File: src/rtl/uart_tx_arbiter_if.sv
// -----------------------------------------------------------------------------
// uart_tx_arbiter_if
// Bundle of signals between the byte producers/UART transmitter and the
// transmitter arbiter.
//
// Signals:
//   req         per-requester byte-valid level
//   lock        per-requester keep-ownership flag, sampled together with req
//   req_data    byte of requester i at bits [8i+7:8i]
//   gnt         one-hot, one-cycle pulse: byte of requester i accepted
//   tx_rdy      transmitter idle/ready
//   data_wen    active-low write strobe to the transmitter
//   data        byte to the transmitter (registered)
//   busy        arbiter not idle, or an owner is held
//   err_timeout one-cycle pulse when the watchdog expires
//
// Modports:
//   master  the producer/transmitter side (drives req, lock, req_data, tx_rdy)
//   slave   the arbiter side
// -----------------------------------------------------------------------------
interface uart_tx_arbiter_if #(
   parameter int N_REQ = 3
);
   logic [N_REQ-1:0]   req;
   logic [N_REQ-1:0]   lock;
   logic [8*N_REQ-1:0] req_data;
   logic [N_REQ-1:0]   gnt;
   logic               tx_rdy;
   logic               data_wen;
   logic [7:0]         data;
   logic               busy;
   logic               err_timeout;

   modport master (
      output req, lock, req_data, tx_rdy,
      input  gnt, data_wen, data, busy, err_timeout
   );

   modport slave (
      input  req, lock, req_data, tx_rdy,
      output gnt, data_wen, data, busy, err_timeout
   );
endinterface

File: src/rtl/uart_tx_arbiter.sv
// -----------------------------------------------------------------------------
// uart_tx_arbiter
// Shares one UART transmitter between N_REQ byte producers. A round-robin
// pick is made among the requesters, the chosen byte is written with a
// single-cycle active-low strobe, and the arbiter then waits for the
// transmitter to drop tx_rdy (meaning it took the byte). A requester may
// hold ownership across a multi-byte packet with its lock flag, and a
// watchdog abandons the wait if the transmitter never responds.
//
// Ports:
//   clk    system clock, rising edge
//   rst_n  asynchronous active-low reset
//   bus    uart_tx_arbiter_if.slave (req, lock, req_data, tx_rdy in;
//          gnt, data_wen, data, busy, err_timeout out)
//
// Parameters:
//   N_REQ    number of requesters (2..8)
//   TIMEOUT  cycles to wait for tx_rdy to fall after a strobe (>=1)
// -----------------------------------------------------------------------------
module uart_tx_arbiter #(
   parameter int N_REQ   = 3,
   parameter int TIMEOUT = 1023
) (
   input logic               clk,
   input logic               rst_n,
   uart_tx_arbiter_if.slave  bus
);

   localparam int IDXW = $clog2(N_REQ);
   localparam int CW   = $clog2(TIMEOUT + 1);

   localparam logic [1:0] IDLE      = 2'd0;
   localparam logic [1:0] STROBE    = 2'd1;
   localparam logic [1:0] WAIT_TAKE = 2'd2;

   localparam logic [N_REQ-1:0] ONE = N_REQ'(1);

   logic [1:0]       r_state;
   logic [IDXW-1:0]  r_rr;
   logic             r_ownerValid;
   logic [IDXW-1:0]  r_owner;
   logic [CW-1:0]    r_cnt;
   logic [7:0]       r_data;
   logic             r_dataWen;
   logic [N_REQ-1:0] r_gnt;
   logic             r_errTimeout;

   logic             w_release;
   logic             w_ownerHeld;
   logic [N_REQ-1:0] w_eligible;
   logic             w_found;
   logic [IDXW-1:0]  w_winner;
   logic [IDXW-1:0]  w_cand;
   logic [7:0]       w_winData;

   // Eligibility and round-robin winner selection. A held owner whose lock
   // has just dropped is released on this same edge, so the arbitration
   // below already sees every requester as eligible. The search starts one
   // past the last winner and wraps, which gives the requester after the
   // previous winner top priority.
   always_comb begin
      w_release   = r_ownerValid && !bus.lock[r_owner];
      w_ownerHeld = r_ownerValid && !w_release;
      w_eligible  = w_ownerHeld ? (bus.req & (ONE << r_owner)) : bus.req;

      w_found  = 1'b0;
      w_winner = '0;
      w_cand   = '0;
      for (int k = 1; k <= N_REQ; k++) begin
         w_cand = IDXW'((int'(r_rr) + k) % N_REQ);
         if (!w_found && w_eligible[w_cand]) begin
            w_found  = 1'b1;
            w_winner = w_cand;
         end
      end

      w_winData = '0;
      for (int k = 0; k < N_REQ; k++) begin
         if (w_winner == IDXW'(k)) begin
            w_winData = bus.req_data[8*k +: 8];
         end
      end
   end

   // Main state machine. IDLE accepts a byte when the transmitter is ready,
   // STROBE lasts exactly one cycle with data_wen low and gnt high, and
   // WAIT_TAKE waits for tx_rdy to fall. When the watchdog fires the byte is
   // treated as sent: no retry and the owner is left as it was.
   always_ff @(posedge clk or negedge rst_n) begin
      if (!rst_n) begin
         r_state      <= IDLE;
         r_rr         <= IDXW'(N_REQ - 1);
         r_ownerValid <= 1'b0;
         r_owner      <= '0;
         r_cnt        <= '0;
         r_data       <= 8'h00;
         r_dataWen    <= 1'b1;
         r_gnt        <= '0;
         r_errTimeout <= 1'b0;
      end else begin
         r_errTimeout <= 1'b0;
         case (r_state)
            IDLE: begin
               if (w_release) begin
                  r_ownerValid <= 1'b0;
               end
               if (bus.tx_rdy && w_found) begin
                  r_data       <= w_winData;
                  r_dataWen    <= 1'b0;
                  r_gnt        <= ONE << w_winner;
                  r_rr         <= w_winner;
                  r_owner      <= w_winner;
                  r_ownerValid <= bus.lock[w_winner];
                  r_state      <= STROBE;
               end
            end
            STROBE: begin
               r_dataWen <= 1'b1;
               r_gnt     <= '0;
               r_cnt     <= '0;
               r_state   <= WAIT_TAKE;
            end
            WAIT_TAKE: begin
               if (!bus.tx_rdy) begin
                  r_state <= IDLE;
               end else begin
                  r_cnt <= r_cnt + 1'b1;
                  if (r_cnt == CW'(TIMEOUT - 1)) begin
                     r_errTimeout <= 1'b1;
                     r_state      <= IDLE;
                  end
               end
            end
            default: begin
               r_state <= IDLE;
            end
         endcase
      end
   end

   assign bus.gnt         = r_gnt;
   assign bus.data_wen    = r_dataWen;
   assign bus.data        = r_data;
   assign bus.err_timeout = r_errTimeout;
   assign bus.busy        = (r_state != IDLE) || r_ownerValid;

endmodule

File: src/flat_wrapper.sv
// flat-port wrapper written by rule: the top's interface ports become plain ports
module uart_tx_arbiter_flat 
#(
   parameter int N_REQ   = 3,
   parameter int TIMEOUT = 1023
)
  (clk, rst_n, bus_req, bus_lock, bus_req_data, bus_tx_rdy, bus_gnt, bus_data_wen, bus_data, bus_busy, bus_err_timeout);
  uart_tx_arbiter_if #(.N_REQ(N_REQ)) bus_i ();
  input logic clk;
  input logic rst_n;
  input wire logic [$bits(bus_i.req)-1:0] bus_req;
  input wire logic [$bits(bus_i.lock)-1:0] bus_lock;
  input wire logic [$bits(bus_i.req_data)-1:0] bus_req_data;
  input wire logic [$bits(bus_i.tx_rdy)-1:0] bus_tx_rdy;
  output wire logic [$bits(bus_i.gnt)-1:0] bus_gnt;
  output wire logic [$bits(bus_i.data_wen)-1:0] bus_data_wen;
  output wire logic [$bits(bus_i.data)-1:0] bus_data;
  output wire logic [$bits(bus_i.busy)-1:0] bus_busy;
  output wire logic [$bits(bus_i.err_timeout)-1:0] bus_err_timeout;
  assign bus_i.req = bus_req;
  assign bus_i.lock = bus_lock;
  assign bus_i.req_data = bus_req_data;
  assign bus_i.tx_rdy = bus_tx_rdy;
  assign bus_gnt = bus_i.gnt;
  assign bus_data_wen = bus_i.data_wen;
  assign bus_data = bus_i.data;
  assign bus_busy = bus_i.busy;
  assign bus_err_timeout = bus_i.err_timeout;
  uart_tx_arbiter #(.N_REQ(N_REQ), .TIMEOUT(TIMEOUT)) u_core (.clk(clk), .rst_n(rst_n), .bus(bus_i));
endmodule
File: config.mk
export PLATFORM = sky130hd
export DESIGN_NAME = uart_tx_arbiter_flat
export DESIGN_NICKNAME = d
export VERILOG_FILES = /design/src/rtl/uart_tx_arbiter_if.sv /design/src/rtl/uart_tx_arbiter.sv /design/src/flat_wrapper.sv
export SDC_FILE = /design/constraint.sdc
export NUM_CORES = 1
export LEC_CHECK = 0
export CORE_MARGIN = 10
export CORE_UTILIZATION = 51
export CTS_CLUSTER_SIZE = 40
export DETAILED_ROUTE_END_ITERATION = 7
export PLACE_DENSITY = 0.93
export RECOVER_POWER = 25
export SLEW_MARGIN = 20
export SYNTH_ARGS = -nofsm -noshare
export SYNTH_HDL_FRONTEND = slang
export SYNTH_SLANG_ARGS = --single-unit
File: constraint.sdc
create_clock -name clk -period 3.25 [get_ports clk]
set_input_delay 0.4875 -clock clk [delete_from_list [all_inputs] [get_ports clk]]
set_output_delay 0.4875 -clock clk [all_outputs]
set_load 0.05 [all_outputs]
=== Word level (Yosys, flattened, before mapping) ===
Index checks and enable logic that the tools add are counted.
Widths: inputs -> output; s select.

* RAM bits: 0
* Register bits: 30
* Latch bits: 0
* Logic and storage cells: 88
* Memories: 0
* Input bits: 33
* ROM bits: 0
* Output and inout port bits: 14

* Eq/ne operators: 8
* Bitwise logic cells: 1
* Multipliers: 0
* Add/subtract/negate cells: 4
* Reduce and logical (&&, ||, !) cells: 21
* Shift-type cells: 2
* Muxes and demuxes: 35
* Div/mod/pow operators: 3
* Magnitude comparators: 5

{| class="wikitable"
|+ Operators by type and width
! kind !! count
|-
| $mod 32x3->32 const B || 3
|-
| $mux 8 || 3
|-
| $pmux 10 s2 || 1
|-
| $lt 2x3->1 const B || 5
|-
| $mux 1 || 14
|-
| $mux 2 || 6
|-
| $add 10x1->10 const B || 1
|-
| $bmux 1 s2 || 5
|-
| $eq 10x10->1 const B || 1
|-
| $mux 10 || 1
|-
| $reduce_and 2->1 || 5
|-
| $reduce_bool 2->1 || 4
|-
| $add 2x2->3 const B || 2
|-
| $mux 3 || 2
|-
| $pmux 2 s3 || 1
|-
| $pmux 3 s2 || 1
|-
| $shl 1x2->3 const A || 2
|-
| $logic_and 1x1->1 || 5
|-
| $eq 2x1->1 const B || 2
|-
| $eq 2x2->1 const B || 2
|-
| $logic_not 1->1 || 4
|-
| $logic_not 2->1 || 2
|-
| $add 2x1->3 const B || 1
|-
| $and 3x3->3 || 1
|-
| 5 further kinds || 5
|}

=== Logic depth before layout (Yosys ltp) ===
Gate-level depths: netlist of the first run.

* Word-level depth: 20
* Gate-level depth with buffers: 10
* Gate-level depth less buffers: 9

=== Least setup slack after synthesis of the first run ===
OpenSTA, ideal clock, no wires.

* Path kind: register to register
* Start point: register u_core.r_owner[0]
* End point: register u_core.r_data[7] (netlist: u_core.bus.data[7])
* Arrival: 2.010 ns
* Path slack: 1.109 ns
* Path buffers: 2
* Data required time: 3.119 ns
* Setup time: 0.131 ns
* Clock period less this slack: 2.141 ns
* Stages on the path, launching flop included: 11
* Path through: dfrtp_1 inv_1 ha_1 clkbuf_1 nor2b_1 a311oi_1 a31oi_1 o32ai_1 buf_4 mux2i_1 o211ai_1

* Longest elaborated chain between the ends: 20
* Elaborated cells between the ends (all ways): 33
* Classes of those cells: 2 x eq/ne; 1 x shift; 18 x mux; 1 x bitwise; 11 x reduce/logical

{| class="wikitable"
|+ RTL lines
! element !! line !! source
|-
| start, declared || uart_tx_arbiter.sv:41 || <nowiki>logic [IDXW-1:0] r_owner;</nowiki>
|-
| start signal, assigned || uart_tx_arbiter.sv:112 || <nowiki>r_owner <= w_winner;</nowiki>
|-
| $bmux 1 s2 || uart_tx_arbiter.sv:62 || <nowiki>w_release = r_ownerValid && !bus.lock[r_owner];</nowiki>
|-
| $mux 1 (not written as such) || uart_tx_arbiter.sv:62 ||
|-
| $logic_not 1->1 || uart_tx_arbiter.sv:62 ||
|-
| $logic_and 1x1->1 || uart_tx_arbiter.sv:62 ||
|-
| $logic_not 1->1 || uart_tx_arbiter.sv:63 || <nowiki>w_ownerHeld = r_ownerValid && !w_release;</nowiki>
|-
| $logic_and 1x1->1 || uart_tx_arbiter.sv:63 ||
|-
| $mux 3 * || uart_tx_arbiter.sv:64 || <nowiki>w_eligible = w_ownerHeld ? (bus.req & (ONE << r_owner)) : bus.req;</nowiki>
|-
| $bmux 1 s2 || uart_tx_arbiter.sv:71 || <nowiki>if (!w_found && w_eligible[w_cand]) begin</nowiki>
|-
| (+2 left out) || -- ||
|-
| $logic_not 1->1 || uart_tx_arbiter.sv:71 ||
|-
| $logic_and 1x1->1 || uart_tx_arbiter.sv:71 ||
|-
| $mux 1 || uart_tx_arbiter.sv:71 ||
|-
| $logic_not 1->1 || uart_tx_arbiter.sv:71 ||
|-
| $logic_and 1x1->1 || uart_tx_arbiter.sv:71 ||
|-
| $mux 2 || uart_tx_arbiter.sv:71 ||
|-
| $logic_not 2->1 || uart_tx_arbiter.sv:79 || <nowiki>if (w_winner == IDXW'(k)) begin</nowiki>
|-
| $mux 8 (3 in a row) || uart_tx_arbiter.sv:79 ||
|-
| end signal, assigned || uart_tx_arbiter.sv:108 || <nowiki>r_data <= w_winData;</nowiki>
|-
| end, declared || uart_tx_arbiter.sv:43 || <nowiki>logic [7:0] r_data;</nowiki>
|}

Mark *: on every way between the ends. The rest lies on a longest branch, timed or not. The select of a mux whose other input is x is not followed.
A chain may end at the register's enable or synchronous reset.

=== Worst setup path after layout of the first run ===
* Start point: register u_core.r_owner[0]
* End point: register u_core.r_data[1] (netlist: u_core.bus.data[1])

The elaborated chain is that of the path after synthesis.

==> results of run 1 <==
[area by class of cell]
type                    instances  area share [%]
flip-flops and latches         29           31.39
well taps                      44           2.373
clock inverters                 3           2.805
inverters                       6          0.9709
clock buffers                   5           1.618
multi-input cells             137           39.21
repair buffers                 52           21.63
[synth_stat cells, types with 3 or more instances]
library cell	instances	area share (%)
mux2i_1	10	5.9
ha_1	5	3.7
a21oi_1	7	2.1
clkbuf_1	3	0.67
o211ai_1	9	4.0
inv_1	5	1.1
nor2b_1	3	1.1
nand3_1	22	6.5
nor2_1	7	1.6
nor3_1	3	0.89
dfrtp_1	27	40
o21ai_0	11	3.3
nand4_1	5	1.9
nand2b_1	5	1.9
nand2_1	21	4.7
[worst min-delay path: stages (launching register included)]
cell and delay, ps:
dfstp_2 380, nand2_1 60, nand2_1 50
[registers in the layout (all words and copies together), names as in the netlist]
name                    count
u_core.r_state              2
u_core.bus.data_wen         1
u_core.bus.gnt              3
u_core.r_cnt               10
u_core.r_ownerValid         1
u_core.r_owner              2
u_core.bus.err_timeout      1
u_core.bus.data             8
u_core.r_rr                 1
[power by group through the flow]
stage / logic [mW] / registers [mW] / clock network, mW
3_5_place_dp: 1.25 / 0.585 / 0
2_1_floorplan: 0.645 / 0.790 / 0
6_report: 1.26 / 0.582 / 0.374
3_3_place_gp: 1.24 / 0.579 / 0
5_1_grt: 1.35 / 0.595 / 0.397
4_1_cts: 1.26 / 0.580 / 0.378
[worst paths after layout]
kind	endpoint	slack, ps	from	cells past startpoint
max	u_core.bus.data[1]	710	u_core.r_owner[0]	8
min	u_core.bus.data_wen	470	u_core.bus.data_wen	2
max reg2reg	u_core.bus.data[1]	710	u_core.r_owner[0]	8
min reg2reg	u_core.bus.data_wen	470	u_core.bus.data_wen	2
max in group asynchronous	u_core.bus.data[7]	1290	rst_n	2
min in group asynchronous	u_core.r_cnt[3]	1050	rst_n	2
[metrics by stage]
step	worst slack, ps	util, %	hold slack (ps)
final	711.0	74.76	474.7
after CTS	734.4	74.88	480.7
after detailed placement	455.9	71.57	466.3
after floorplan	1109	-	191.9
after global routing	580.1	74.76	510.9
after global placement	550.0	71.57	451.4
[cells by family after synthesis]
kind of cell             share of synthesized area, %
AO/OA/AOI/OAI                                   20.67
flip-flops                                      43.11
XOR/XNOR                                        1.037
multiplexers                                    5.926
adder cells (fa/ha/maj)                         3.704
buffers and inverters                           3.481
AND/OR/NAND/NOR                                 22.08
[metal layers]
metal | routed length, um | global-route usage [%] | share of wire [%] | vias up
met4 | 94 | 8.394 | 2.0 | 0
met2 | 2247 | 25.42 | 48 | 75
met1 | 1875 | 16.54 | 40 | 778
met5 | 0 | 0 | 0 | -
met3 | 470 | 7.373 | 10 | 12
li1 | - | - | - | 774
==> impl_metrics.yaml, run 1 <==
status:
  outcome: "finished, violations left"
  violations: "capacitance limit, slew limit"
power_and_ir_drop:
  leakagePower_nw: 0.9471
  seqPwrFrac_pct: 26.3
  power_switching_mw: 1.025
  clockPowerShare_pct: 16.9
  power_density_nw_per_um2: 953.7
  comb_power_share_pct: 56.8
  p_int_mw: 1.188
  vdd_drop_max_v: 0.0006280
  power_mw: 2.212
  p_sw_share_pct: 46.31
route:
  via_count: 1639
  drtIter0Drc: 85
  post_drt_wl_per_cell_um: 16.98
  drt-total-wl_um: 4687
  ant_nets: 0
  routed_via_density: 5.938
  drt_first_pass_iters: 4
  drc: 0
worst_setup_path:
  crit_family: "compound AO/OA/AOI/OAI gates"
  end_kind: "flip-flop"
  critPathMaxStageDelay_ps: 480
  worst-path-max-fanout: 9
  critical_path.cell_chain: "inv_1 -> ha_1 -> inv_1 -> o2111ai_2 -> o311ai_1 -> o311ai_4 -> or2_1 -> o211ai_1"
  crit_required_ps: 3470
  path_buf_inv: 2
  critPathKind: "flip-flop to flip-flop"
  start_kind: "flip-flop"
  critPathSlowestCell: "dfrtp_1"
  crit_arrival_ps: 2760
  crit_top_cell: "inv_1"
final_layout:
  nFillCells: 229
  final_common_cell: "clkdlybuf4s50_1"
  layout-drive-gt1-share_pct: 9.914
  ff_latch_area_sq_um: 728.2
  stdcell_area_sq_um: 2320
  multi_input_area_sq_um: 909.6
  syn2layout_area_growth_pct: 37.33
  num-nets-final: 269
  diodes: 0
  fin_cells: 276
  most-common-layout-cells: "clkdlybuf4s50_1 (45), dfrtp_1 (27), nand3_1 (22), nand2_1 (21), o21ai_0 (11)"
floorplan:
  rows: 20
  coreArea_sq_um: 3103
  fp.dieW_um: 77.55
  io_pins: 47
  die_h_um: 77.55
  die-area_sq_um: 6014
  start_util_pct: 54.44
worst_hold_path:
  hold_class: "flip-flop to flip-flop"
timing:
  tns_ps: 0
  finalSetupViolations: 0
  slew_viol_final: 30
  timing.final.crit_share_pct: 78.12
  worst_pin_slew_ps: 1559
  hold_viol: 0
  fmax_mhz: 393.9
  period_needed_ps: 2539
  fin_skew_ps: 6.004
  slew_headroom_pct: -3.942
  grt_setup_unrepaired: "false"
cts:
  ctsHoldBuffers: 0
  htree_levels: 2
  clockBufferDepth: 2
  clkLatencyLatePin_ps: 340
  cts_buffers: 5
  cts_sinks: 29
  tritoncts: "built"
  cts-root-buf: "clkbuf_4"
  cts_setup_buffers: 0
  path_clk_slew_ps: 100
  cts_resized: 0
placement:
  place_congestion: 0.9253
  dp.cells: 268
  hpwlAfterDp_um: 3525
  io_buffers: 46
  placed_area_sq_um: 2221
logic_synthesis:
  yosysWarningCount: 0
  ys_seq_area_share_pct: 43.11
  synth_edf_count: 0
  netlist_instances: 179
  synth-seq-cells: 29
  synth.avg_cell_area_sq_um: 9.436
  synth_cell_type_count: 43
  synth_area_sq_um: 1689
  dominantRegCellSynth: "dfrtp_1"
  synth_fp_nets: 217
  async_reset_ff_share_pct: 100.0
global_routing:
  grt_start_max_net_pins: 30
  grt_pass1_vias: 1632
  grt_overflow: 0
  grt_antenna_before_repair: 0
  track_usage_pct: 15.64
  grt_pass1_wl_um: 7714
run:
  maxCapViolations: 1
Note: power is estimated with default switching activity, not from simulation.
==> run 2, diff against run 1 <==
Settings changed: CORE_UTILIZATION 51 to 43, PLACE_DENSITY 0.93 to 0.85.
Clock period 3.25 ns to 2.33 ns, I/O delays scaled along.
==> impl_metrics.yaml, run 2 (same netlist as run 1, synthesis figures left out) <==
status:
  outcome: "completed"
worst_setup_path:
  r2r_slack_ps: 190
  start_kind: "flip-flop"
  worst-path-max-fanout: 6
  r2r_cells: 9
  critPathKind: "flip-flop to primary output"
  crit_required_ps: 1980
  end_kind: "primary output"
  r2r_start: "u_core.r_owner[0]"
  rr_endpoint: "u_core.bus.data[7]"
  crit_arrival_ps: 1820
global_routing:
  grt_busiest_layer: "met2"
  grt_start_max_net_pins: 30
  grtUsageMet3_pct: 7.235
  grt_pass1_wl_um: 7493
  grt_pass1_vias: 1604
  grt_overflow: 0
  met1_usage_pct: 16.20
  grt_antenna_before_repair: 0
  met2_usage_pct: 22.61
  track_usage_pct: 14.01
final_layout:
  fin_cells: 290
  nFillCells: 329
  utilization_pct: 64.78
  largest_reg_flops: 10
  syn2layout_area_growth_pct: 42.52
  final_common_cell: "clkdlybuf4s50_1"
  diodes: 0
  regMostFlops: "u_core.r_cnt"
  most-common-layout-cells: "clkdlybuf4s50_1 (45), dfrtp_1 (26), nand3_1 (22), nand2_1 (21), buf_4 (15)"
  num-nets-final: 279
  stdcell_area_sq_um: 2407
  layout-drive-gt1-share_pct: 15.29
route:
  post_drt_wl_per_cell_um: 16.12
  drc: 0
  via_count: 1641
  drt_first_pass_iters: 4
  drt-total-wl_um: 4674
  routed_via_density: 5.659
  ant_nets: 0
  drtIter0Drc: 66
placement:
  hpwlAfterDp_um: 3570
  dp.cells: 282
  place_congestion: 0.8825
  placed_area_sq_um: 2301
  io_buffers: 46
cts:
  clockBufferDepth: 2
  path_clk_slew_ps: 60
  clkLatencyLatePin_ps: 290
  cts_resized: 0
  ctsHoldBuffers: 0
  tritoncts: "built"
  htree_levels: 2
  cts_buffers: 5
  cts_sinks: 29
  cts-root-buf: "clkbuf_8"
  cts_setup_buffers: 0
floorplan:
  coreArea_sq_um: 3716
  die_h_um: 82.68
  fp.dieW_um: 82.68
  io_pins: 47
  die-area_sq_um: 6835
  rows: 22
  start_util_pct: 45.45
worst_hold_path:
  holdPathStages: 2
  hold_class: "flip-flop to flip-flop"
  hold_start: "u_core.bus.data_wen"
  hold_end: "u_core.bus.data_wen"
power_and_ir_drop:
  p_int_mw: 1.675
  leakagePower_nw: 0.9850
  vdd_drop_max_v: 0.0007478
  comb_power_share_pct: 60.1
  p_sw_share_pct: 46.10
  seqPwrFrac_pct: 26.0
  power_switching_mw: 1.433
  power_density_nw_per_um2: 1291
  clockPowerShare_pct: 13.9
timing:
  finalSetupViolations: 0
  timing.final.crit_share_pct: 93.31
  worst_pin_slew_ps: 530.8
  fmax_mhz: 459.9
  slew_viol_final: 0
  grt_setup_unrepaired: "false"
  hold_viol: 0
  period_needed_ps: 2174
  slew_headroom_pct: 64.51
  fin_skew_ps: 8.927
run:
  maxCapViolations: 0
## run 2: cell count changes in the layout (fill, tap and decap cells not counted), sizes merged
cell    delta
buf       +11
bufinv     -2
clkbuf     +2
clkinv     -1
## run 2: metrics by stage
stage          hold WS (ps)  setup WS (ps)  TNS, ps  total power [mW]
2_1_floorplan         53.91          189.3        0             2.002
3_3_place_gp          449.1         -101.7   -817.6             2.618
3_5_place_dp          453.5         -167.5    -1479             2.642
4_1_cts               459.2          21.13        0             3.083
5_1_grt               507.6          45.48        0             3.301
6_report              458.8          155.8        0             3.107
## run 2: routing by layer
metal,up-vias,wire length (um)
met5,-,0
met4,0,27
met3,3,389
met2,53,2299
met1,796,1958
li1,789,-
## run 2: power by group through the flow
stage | logic (mW) | clock network, mW | registers [mW]
detailed placement | 1.83 | 0 | 0.810
global placement | 1.81 | 0 | 0.806
CTS | 1.84 | 0.435 | 0.805
finish | 1.87 | 0.431 | 0.809
global route | 2.01 | 0.459 | 0.834
floorplan | 0.900 | 0 | 1.10
## run 2: final cells by class
class                      instances  area (sq um)  area share [%]
inverter                           6         22.52          0.9356
sequential                        29         729.5           30.30
clock buffer                       8         90.09           3.742
multi-input combinational        137         920.9           38.25
tap                               48         60.06           2.495
timing repair buffer              62         584.3           24.27
## run 2: worst max path at each step
| stage | start | endpoint | slack (ps) | cells after the start |
|---|---|---|---|---|
| floorplan | u_core.r_owner[0] | u_core.bus.data[7] | 190 | 10 |
| global placement | bus_lock[1] | u_core.bus.data[4] | -100 | 7 |
| detailed placement | bus_lock[1] | u_core.bus.data[1] | -170 | 7 |
| CTS | u_core.r_owner[0] | u_core.r_rr[1] | 20 | 8 |
| global route | u_core.r_owner[0] | u_core.bus.data[6] | 50 | 9 |
| finish | u_core.r_ownerValid | bus_busy | 160 | 2 |
## run 2: critical path, cell delays in order (launching register included)
cell and delay (ps):
dfrtp_1 440, or3_1 400, clkdlybuf4s50_1 710
